### src/rtl/rf_wb_arbiter_pkg.sv
// Shared widths and types for the register-file writeback arbiter.
package rf_wb_arbiter_pkg;
  localparam int WB_AW   = 5;
  localparam int WB_DW   = 32;
  localparam int WB_NREG = 1 << WB_AW;

  typedef enum logic {
    NORMAL = 1'b0,
    FORCE  = 1'b1
  } arb_state_t;

  typedef struct packed {
    logic [WB_AW-1:0] rd;
    logic [WB_DW-1:0] wd;
  } wb_entry_t;
endpackage

### src/rtl/rf_wb_arbiter_if.sv
// Arbiter bus: pipeline write request, secondary result handshake, scoreboard hooks, RF write port.
interface rf_wb_arbiter_if;
  import rf_wb_arbiter_pkg::*;

  logic               p_we;
  logic [WB_AW-1:0]   p_rd;
  logic [WB_DW-1:0]   p_wd;
  logic               p_stall;
  logic               m_valid;
  logic               m_ready;
  logic [WB_AW-1:0]   m_rd;
  logic [WB_DW-1:0]   m_wd;
  logic               iss_valid;
  logic [WB_AW-1:0]   iss_rd;
  logic [WB_AW-1:0]   rs1;
  logic [WB_AW-1:0]   rs2;
  logic [WB_NREG-1:0] busy_mask;
  logic               RFWr;
  logic [WB_AW-1:0]   A3;
  logic [WB_DW-1:0]   WD;

  modport master (
    output p_we, p_rd, p_wd, m_valid, m_rd, m_wd, iss_valid, iss_rd, rs1, rs2,
    input  p_stall, m_ready, busy_mask, RFWr, A3, WD
  );

  modport slave (
    input  p_we, p_rd, p_wd, m_valid, m_rd, m_wd, iss_valid, iss_rd, rs1, rs2,
    output p_stall, m_ready, busy_mask, RFWr, A3, WD
  );
endinterface

### src/rtl/rf_wb_fifo.sv
// Synchronous FIFO of writeback entries; head readable combinationally, push then pop visible next cycle.
// Push ignored when full, pop ignored when empty; no same-cycle bypass.
module rf_wb_fifo
  import rf_wb_arbiter_pkg::*;
#(
  parameter int DEPTH = 4
) (
  input  logic                     clk,
  input  logic                     rst,
  input  logic                     push,
  input  wb_entry_t                push_dat,
  input  logic                     pop,
  output wb_entry_t                head,
  output logic                     full,
  output logic                     empty,
  output logic [$clog2(DEPTH):0]   count
);
  localparam int PW = $clog2(DEPTH);
  localparam int CW = PW + 1;

  wb_entry_t     mem [DEPTH];
  logic [PW-1:0] wr_ptr;
  logic [PW-1:0] rd_ptr;
  logic          do_push;
  logic          do_pop;

  assign full    = (count == CW'(DEPTH));
  assign empty   = (count == '0);
  assign do_push = push && !full;
  assign do_pop  = pop && !empty;
  assign head    = mem[rd_ptr];

  always_ff @(posedge clk) begin
    if (!rst) begin
      wr_ptr <= '0;
      rd_ptr <= '0;
      count  <= '0;
    end else begin
      if (do_push) wr_ptr <= wr_ptr + PW'(1);
      if (do_pop)  rd_ptr <= rd_ptr + PW'(1);
      count <= count + CW'(do_push) - CW'(do_pop);
    end
  end

  always_ff @(posedge clk) begin
    if (do_push) mem[wr_ptr] <= push_dat;
  end
endmodule

### src/rtl/rf_wb_arbiter.sv
// Merges pipeline and long-latency results onto the RF write port (RFWr/A3/WD one cycle after selection);
// secondary side backpressured by m_ready; RF_WB_SCOREBOARD_EN adds busy_mask and hazard stalls.
module rf_wb_arbiter
  import rf_wb_arbiter_pkg::*;
#(
  parameter int DEPTH      = 4,
  parameter int STARVE_MAX = 3
) (
  input logic            clk,
  input logic            rst,
  rf_wb_arbiter_if.slave bus
);
  localparam int CW = $clog2(DEPTH) + 1;
  localparam int SW = $clog2(STARVE_MAX + 1);

  arb_state_t         state;
  arb_state_t         state_nxt;
  logic [SW-1:0]      starve_cnt;
  logic [SW-1:0]      starve_nxt;
  wb_entry_t          m_ent;
  wb_entry_t          head;
  wb_entry_t          sel;
  logic               sel_vld;
  logic               full;
  logic               empty;
  logic               push;
  logic               pop;
  logic [CW-1:0]      fifo_count_unused;
  logic [WB_NREG-1:0] busy;
  logic               hazard;
  logic               rf_we;
  logic [WB_AW-1:0]   rf_a3;
  logic [WB_DW-1:0]   rf_wd;

  assign m_ent        = '{rd: bus.m_rd, wd: bus.m_wd};
  assign push         = bus.m_valid && !full;
  assign bus.m_ready  = !full;

  rf_wb_fifo #(.DEPTH(DEPTH)) u_fifo (
    .clk      (clk),
    .rst      (rst),
    .push     (push),
    .push_dat (m_ent),
    .pop      (pop),
    .head     (head),
    .full     (full),
    .empty    (empty),
    .count    (fifo_count_unused)
  );

  // Forced drain is entered on the cycle the run of primary wins reaches STARVE_MAX,
  // so exactly STARVE_MAX primary writes precede it.
  always_comb begin
    state_nxt  = state;
    starve_nxt = '0;
    pop        = 1'b0;
    sel_vld    = 1'b0;
    sel        = head;
    case (state)
      NORMAL: begin
        if (bus.p_we) begin
          sel_vld = 1'b1;
          sel     = '{rd: bus.p_rd, wd: bus.p_wd};
          if (!empty) begin
            starve_nxt = starve_cnt + SW'(1);
            if (starve_cnt == SW'(STARVE_MAX - 1)) state_nxt = FORCE;
          end
        end else if (!empty) begin
          pop     = 1'b1;
          sel_vld = 1'b1;
        end
      end
      FORCE: begin
        pop       = !empty;
        sel_vld   = !empty;
        state_nxt = NORMAL;
      end
      default: state_nxt = NORMAL;
    endcase
  end

  always_ff @(posedge clk) begin
    if (!rst) begin
      state      <= NORMAL;
      starve_cnt <= '0;
      rf_we      <= 1'b0;
      rf_a3      <= '0;
      rf_wd      <= '0;
    end else begin
      state      <= state_nxt;
      starve_cnt <= starve_nxt;
      rf_we      <= sel_vld && (sel.rd != '0);
      if (sel_vld && (sel.rd != '0)) begin
        rf_a3 <= sel.rd;
        rf_wd <= sel.wd;
      end
    end
  end

`ifdef RF_WB_SCOREBOARD_EN
  logic [WB_NREG-1:0] set_mask;
  logic [WB_NREG-1:0] clr_mask;

  always_comb begin
    set_mask = '0;
    clr_mask = '0;
    if (bus.iss_valid && (bus.iss_rd != '0)) set_mask[bus.iss_rd] = 1'b1;
    if (pop && (head.rd != '0))              clr_mask[head.rd]    = 1'b1;
  end

  always_ff @(posedge clk) begin
    if (!rst) busy <= '0;
    else      busy <= (busy & ~clr_mask) | set_mask;
  end

  assign hazard = ((bus.rs1 != '0) && busy[bus.rs1]) || ((bus.rs2 != '0) && busy[bus.rs2]);
`else
  logic unused_sb;
  assign unused_sb = ^{bus.iss_valid, bus.iss_rd, bus.rs1, bus.rs2};
  assign busy      = '0;
  assign hazard    = 1'b0;
`endif

  assign bus.busy_mask = busy;
  assign bus.p_stall   = (state == FORCE) || hazard;
  assign bus.RFWr      = rf_we;
  assign bus.A3        = rf_a3;
  assign bus.WD        = rf_wd;
endmodule
### src/flat_wrapper.sv
// flat-port wrapper written by rule: the top's interface ports become plain ports
module rf_wb_arbiter_flat import rf_wb_arbiter_pkg::*;
#(
  parameter int DEPTH      = 4,
  parameter int STARVE_MAX = 3
)
  (clk, rst, bus_p_we, bus_p_rd, bus_p_wd, bus_m_valid, bus_m_rd, bus_m_wd, bus_iss_valid, bus_iss_rd, bus_rs1, bus_rs2, bus_p_stall, bus_m_ready, bus_busy_mask, bus_RFWr, bus_A3, bus_WD);
  rf_wb_arbiter_if bus_i ();
  input logic clk;
  input logic rst;
  input wire logic [$bits(bus_i.p_we)-1:0] bus_p_we;
  input wire logic [$bits(bus_i.p_rd)-1:0] bus_p_rd;
  input wire logic [$bits(bus_i.p_wd)-1:0] bus_p_wd;
  input wire logic [$bits(bus_i.m_valid)-1:0] bus_m_valid;
  input wire logic [$bits(bus_i.m_rd)-1:0] bus_m_rd;
  input wire logic [$bits(bus_i.m_wd)-1:0] bus_m_wd;
  input wire logic [$bits(bus_i.iss_valid)-1:0] bus_iss_valid;
  input wire logic [$bits(bus_i.iss_rd)-1:0] bus_iss_rd;
  input wire logic [$bits(bus_i.rs1)-1:0] bus_rs1;
  input wire logic [$bits(bus_i.rs2)-1:0] bus_rs2;
  output wire logic [$bits(bus_i.p_stall)-1:0] bus_p_stall;
  output wire logic [$bits(bus_i.m_ready)-1:0] bus_m_ready;
  output wire logic [$bits(bus_i.busy_mask)-1:0] bus_busy_mask;
  output wire logic [$bits(bus_i.RFWr)-1:0] bus_RFWr;
  output wire logic [$bits(bus_i.A3)-1:0] bus_A3;
  output wire logic [$bits(bus_i.WD)-1:0] bus_WD;
  assign bus_i.p_we = bus_p_we;
  assign bus_i.p_rd = bus_p_rd;
  assign bus_i.p_wd = bus_p_wd;
  assign bus_i.m_valid = bus_m_valid;
  assign bus_i.m_rd = bus_m_rd;
  assign bus_i.m_wd = bus_m_wd;
  assign bus_i.iss_valid = bus_iss_valid;
  assign bus_i.iss_rd = bus_iss_rd;
  assign bus_i.rs1 = bus_rs1;
  assign bus_i.rs2 = bus_rs2;
  assign bus_p_stall = bus_i.p_stall;
  assign bus_m_ready = bus_i.m_ready;
  assign bus_busy_mask = bus_i.busy_mask;
  assign bus_RFWr = bus_i.RFWr;
  assign bus_A3 = bus_i.A3;
  assign bus_WD = bus_i.WD;
  rf_wb_arbiter #(.DEPTH(DEPTH), .STARVE_MAX(STARVE_MAX)) u_core (.clk(clk), .rst(rst), .bus(bus_i));
endmodule
### config.mk
export PLATFORM = sky130hd
export DESIGN_NAME = rf_wb_arbiter_flat
export DESIGN_NICKNAME = d
export VERILOG_FILES = /design/src/rtl/rf_wb_arbiter_pkg.sv /design/src/rtl/rf_wb_arbiter_if.sv /design/src/rtl/rf_wb_fifo.sv /design/src/rtl/rf_wb_arbiter.sv /design/src/flat_wrapper.sv
export SDC_FILE = /design/constraint.sdc
export NUM_CORES = 1
export LEC_CHECK = 0
export BUFFER_PORTS_ARGS = -buffer_cell sky130_fd_sc_hd__buf_4
export CORE_MARGIN = 10
export CORE_UTILIZATION = 59
export DETAILED_ROUTE_END_ITERATION = 7
export PLACE_DENSITY = 0.93
export SYNTH_ARGS = -nofsm -noshare
export SYNTH_HDL_FRONTEND = slang
export SYNTH_SLANG_ARGS = --single-unit
### constraint.sdc
create_clock -name clk -period 7.3 [get_ports clk]
set_clock_uncertainty 0.1 [all_clocks]
set_input_delay 0.365 -clock clk [delete_from_list [all_inputs] [get_ports clk]]
set_output_delay 0.365 -clock clk [all_outputs]
set_load 0.01 [all_outputs]
==> tab_implementation.tex <==
\begin{tabular}{lr}
\hline
Metric & Value \\
\hline
\multicolumn{2}{l}{\textbf{Detailed routing}} \\
Met3 wire length & 1.692 mm \\
Routed via count & 4779 \\
First-pass detailed-route iteration total & 4 \\
Final Routed Wirelength & 17.88 mm \\
Wirelength per Cell & 22.81 µm \\
Antenna-violating nets left & 0 \\
Drt drc & 0 \\
Wl on met1 & 6.882 mm \\
Uppermost routed layer & met5 \\
Detailed route wirelength on metal2 & 8.998 mm \\
1st-iter DRT viols & 328 \\
Number of vias per cell after detailed routing & 6.096 \\
\multicolumn{2}{l}{\textbf{Setup path}} \\
Reg-to-reg slack, setup & 3.46 ns \\
Startpoint class of the critical path & flop \\
Critical Setup Path Class & flop to flop \\
Family with the most delay on the worst path & compound AO/OA/AOI/OAI gates \\
Cell depth of the worst flop-to-flop path & 5 \\
Maximum net fanout on the critical path & 42 \\
Cells along the critical path & mux4\_2 > mux2\_2 > a31oi\_4 > a21oi\_4 > a22o\_1 \\
CP required & 7.51 ns \\
Bufs and invs on worst path & 0 \\
Reg2reg end & u\_core.bus.WD[0]\$\_SDFFE\_PN0P\_ \\
Slowest cell on the critical path & sky130\_fd\_sc\_hd\_\_dfxtp\_2 \\
Critical path data arrival time & 4.05 ns \\
Crit. End Element & flop \\
Stage delay of the slowest cell on the critical path & 1.05 ns \\
\multicolumn{2}{l}{\textbf{Placement}} \\
Post-place setup slack & 3.450 ns \\
Final weighted congestion in routability-driven placement & 0.7895 \\
HPWL Detailed & 11.02 mm \\
Input/output buffers & 117 \\
\multicolumn{2}{l}{\textbf{Yosys}} \\
Synthesis-stage register bit count & 198 \\
Library cell with the largest summed area after synthesis & sky130\_fd\_sc\_hd\_\_edfxtp\_1 \\
Area fraction of the dominant cell type after synthesis & 54.23\% \\
Cell count after synthesis & 488 \\
Cell area after synthesis & 0.008195 mm² \\
Average cell area after synthesis & 16.79 µm² \\
Part of the Yosys area used for sequential elements & 66.44\% \\
Number of distinct library cell variants in the gate-level netlist after synthesis & 39 \\
Warning count from the yosys run & 0 \\
Most area-consuming cells after synthesis & sky130\_fd\_sc\_hd\_\_edfxtp\_1, sky130\_fd\_sc\_hd\_\_dfxtp\_1, sky130\_fd\_sc\_hd\_\_mux4\_2, sky130\_fd\_sc\_hd\_\_o221a\_2, sky130\_fd\_sc\_hd\_\_a22o\_1 \\
\multicolumn{2}{l}{\textbf{STA}} \\
Worst hold-check slack & 0.03433 ns \\
Setup TNS & 0 ns \\
Minimum clock period after layout & 3.840 ns \\
Number of hold violations in the final report & 0 \\
Achievable clock frequency & 260.4 MHz \\
Tightest Pin Transition & 1.246 ns \\
Setup violators final & 0 \\
Remaining max-slew budget at the tightest pin & 16.93\% \\
Final max-slew violation count & 0 \\
Setup slack of the critical path after layout & 3.460 ns \\
RSZ-0062 raised after global routing & no \\
Share of the clock period used by the worst path after layout & 52.60\% \\
\multicolumn{2}{l}{\textbf{Pwr}} \\
Fraction of power spent switching nets & 28.00\% \\
Power share of the combinational group & 26.8\% \\
PD cells & 338.7 mW/mm² \\
Internal portion of total power & 2.342 mW \\
Total Power & 3.253 mW \\
Largest vdd supply drop & 0.2062 mV \\
Power share of the sequential group & 46.2\% \\
Clock share of power & 27.0\% \\
Net Switching & 0.9108 mW \\
Pleak & 3.487 nW \\
\multicolumn{2}{l}{\textbf{Clock network}} \\
Clock Tree Root & sky130\_fd\_sc\_hd\_\_clkbuf\_16 \\
Worst-path clk slew & 0.07 ns \\
Max clock buf depth & 2 \\
TritonCTS clock tree & yes \\
Number of H-tree branching levels & 4 \\
CTS buffer count & 17 \\
Number of gates resized after cts & 0 \\
Clock insertion delay at the later pin of the skew report & 0.43 ns \\
Setup repair bufs after CTS & 0 \\
Post-CTS Hold Buffers & 0 \\
Sinks on Clock Net & 198 \\
\multicolumn{2}{l}{\textbf{Flow run}} \\
Total of max-cap violations & 0 \\
\multicolumn{2}{l}{\textbf{Finish}} \\
Antenna diodes & 0 \\
Area growth syn-to-layout & 17.18\% \\
Final \#Nets & 693 \\
Proportion of layout cells with a drive suffix above 1 & 42.38\% \\
Fill cell instance count of the final layout & 871 \\
\multicolumn{2}{l}{\textbf{Status}} \\
Outcome & finished clean \\
\multicolumn{2}{l}{\textbf{Floorplan}} \\
Boundary pin count & 166 \\
Starting density of the core & 59.74\% \\
Row count & 43 \\
Area of the core region & 0.01372 mm² \\
Vert. Die Dim & 137.9 µm \\
Floorplan die area & 0.01900 mm² \\
Chip Width & 137.9 µm \\
\multicolumn{2}{l}{\textbf{GRT}} \\
Maximum number of pins on one net before global-route repair & 82 \\
All-layer global routing usage & 18.95\% \\
Global-route wire length before repair & 26.92 mm \\
Vias in the first global route & 4917 \\
Number of antenna violations at the first check in global routing & 1 \\
Grt total ovfl & 0 \\
\multicolumn{2}{l}{\textbf{Worst hold path}} \\
Number of cells on the worst hold path & 1 \\
Hold Crit Start & bus\_m\_wd[27] \\
Class of the most critical hold timing path & input port to flop \\
Hold Crit Endpoint & u\_core.u\_fifo.mem[3][27]\$\_DFFE\_PP\_ \\
\hline
\end{tabular}
layout by cell type, fill, tap and decap left out, drive strengths merged:
cell	Yosys	routed
a21boi	3	3
a21oi	6	6
a22o	32	32
a31o	32	32
a31oi	1	1
a32o	1	1
and2	8	8
and3	4	4
buf	45	120
bufinv	0	2
clkbuf	22	22
clkinv	0	6
clkinvlp	0	2
conb	1	32
dfxtp	50	50
edfxtp	148	148
fa	1	1
ha	7	7
inv	9	9
mux2	1	1
mux2i	4	4
mux4	36	36
nand2	14	14
nand2b	1	1
nand3	4	4
nor2	5	5
nor2b	2	2
nor3	3	3
nor3b	2	2
o2111ai	2	2
o211ai	1	1
o21ai	3	3
o221a	32	32
o22ai	1	1
or3	1	1
or4	1	1
xnor2	5	5
metrics by stage:
stage,util (%),instances,area [µm²]
3_5_place_dp,65.98,752,9052
6_report,70.00,784,9603
4_1_cts,70.00,784,9603
2_1_floorplan,-,519,8312
5_1_grt,70.00,784,9603
3_3_place_gp,65.98,752,9052
sequential cells by signal, summed over array words and instances, names as in the netlist, named ones only:
register and flops:
u_core.bus.WD 32, u_core.starve_cnt 2, u_core.bus.p_stall 1, u_core.u_fifo.count 3, u_core.u_fifo.rd_ptr 2, u_core.bus.A3 5, u_core.bus.RFWr 1, u_core.u_fifo.wr_ptr 2
u_core.u_fifo.mem 148
power groups by stage:
stage | clock network, mW | registers (mW) | logic (mW)
6_report | 0.877 | 1.50 | 0.873
5_1_grt | 0.935 | 1.52 | 0.944
4_1_cts | 0.888 | 1.50 | 0.882
3_5_place_dp | 0 | 1.52 | 0.876
3_3_place_gp | 0 | 1.51 | 0.839
2_1_floorplan | 0 | 1.53 | 0.566
worst max path at each step:
stage | start | endpoint | slack (ns) | cells after the start
6_report | flop | u_core.bus.WD[0]$_SDFFE_PN0P_ | 3.46 | 5
5_1_grt | flop | u_core.bus.WD[0]$_SDFFE_PN0P_ | 3.24 | 5
4_1_cts | flop | u_core.bus.WD[0]$_SDFFE_PN0P_ | 3.42 | 5
3_5_place_dp | flop | u_core.bus.WD[0]$_SDFFE_PN0P_ | 3.45 | 5
3_3_place_gp | flop | u_core.bus.WD[29]$_SDFFE_PN0P_ | 3.65 | 5
2_1_floorplan | u_core.u_fifo.count[1]$_SDFF_PN0_ | u_core.u_fifo.count[2]$_SDFF_PN0_ | 4.56 | 13
Yosys cell counts (all sizes together):
| cell type | number |
|---|---|
| nand3 | 4 |
| mux2 | 1 |
| or4 | 1 |
| nand2b | 1 |
| o211ai | 1 |
| buf | 45 |
| and3 | 4 |
| ha | 7 |
| a31o | 32 |
| and2 | 8 |
| o21ai | 3 |
| nand2 | 14 |
| o22ai | 1 |
| a22o | 32 |
| nor2b | 2 |
| nor3 | 3 |
| a31oi | 1 |
| a21boi | 3 |
| mux2i | 4 |
| edfxtp | 148 |
| mux4 | 36 |
| or3 | 1 |
| conb | 1 |
| nor3b | 2 |
| inv | 9 |
| a21oi | 6 |
| o2111ai | 2 |
| fa | 1 |
| nor2 | 5 |
| xnor2 | 5 |
| clkbuf | 22 |
| o221a | 32 |
| a32o | 1 |
| dfxtp | 50 |
layout make-up:
| type | instances | area [µm²] | area share, % |
|---|---|---|---|
| Timing Repair Buffer | 120 | 900.9 | 9.381 |
| Inverter | 9 | 33.78 | 0.3518 |
| Clock inverter | 10 | 106.4 | 1.107 |
| Tap cell | 180 | 225.2 | 2.345 |
| Multi-Input combinational cell | 245 | 2445 | 25.46 |
| Clock buffer | 22 | 444.2 | 4.625 |
| Sequential cell | 198 | 5448 | 56.73 |
layer usage:
metal,GRT usage [%],up-vias
met3,5.978,29
met2,31.67,229
met5,0,-
met1,22.35,2400
li1,-,2119
met4,7.590,2
kinds of logic after synthesis:
kind of cell,Yosys count,share of synthesized area [%]
compound gates,114,12.87
xor+xnor,5,0.5343
fa+ha+maj,8,1.313
buf+inv,76,5.435
flops,198,66.44
mux,41,10.56
other cells,1,0.04576
simple gates,45,2.794
Power figures use the tool's default switching activity.
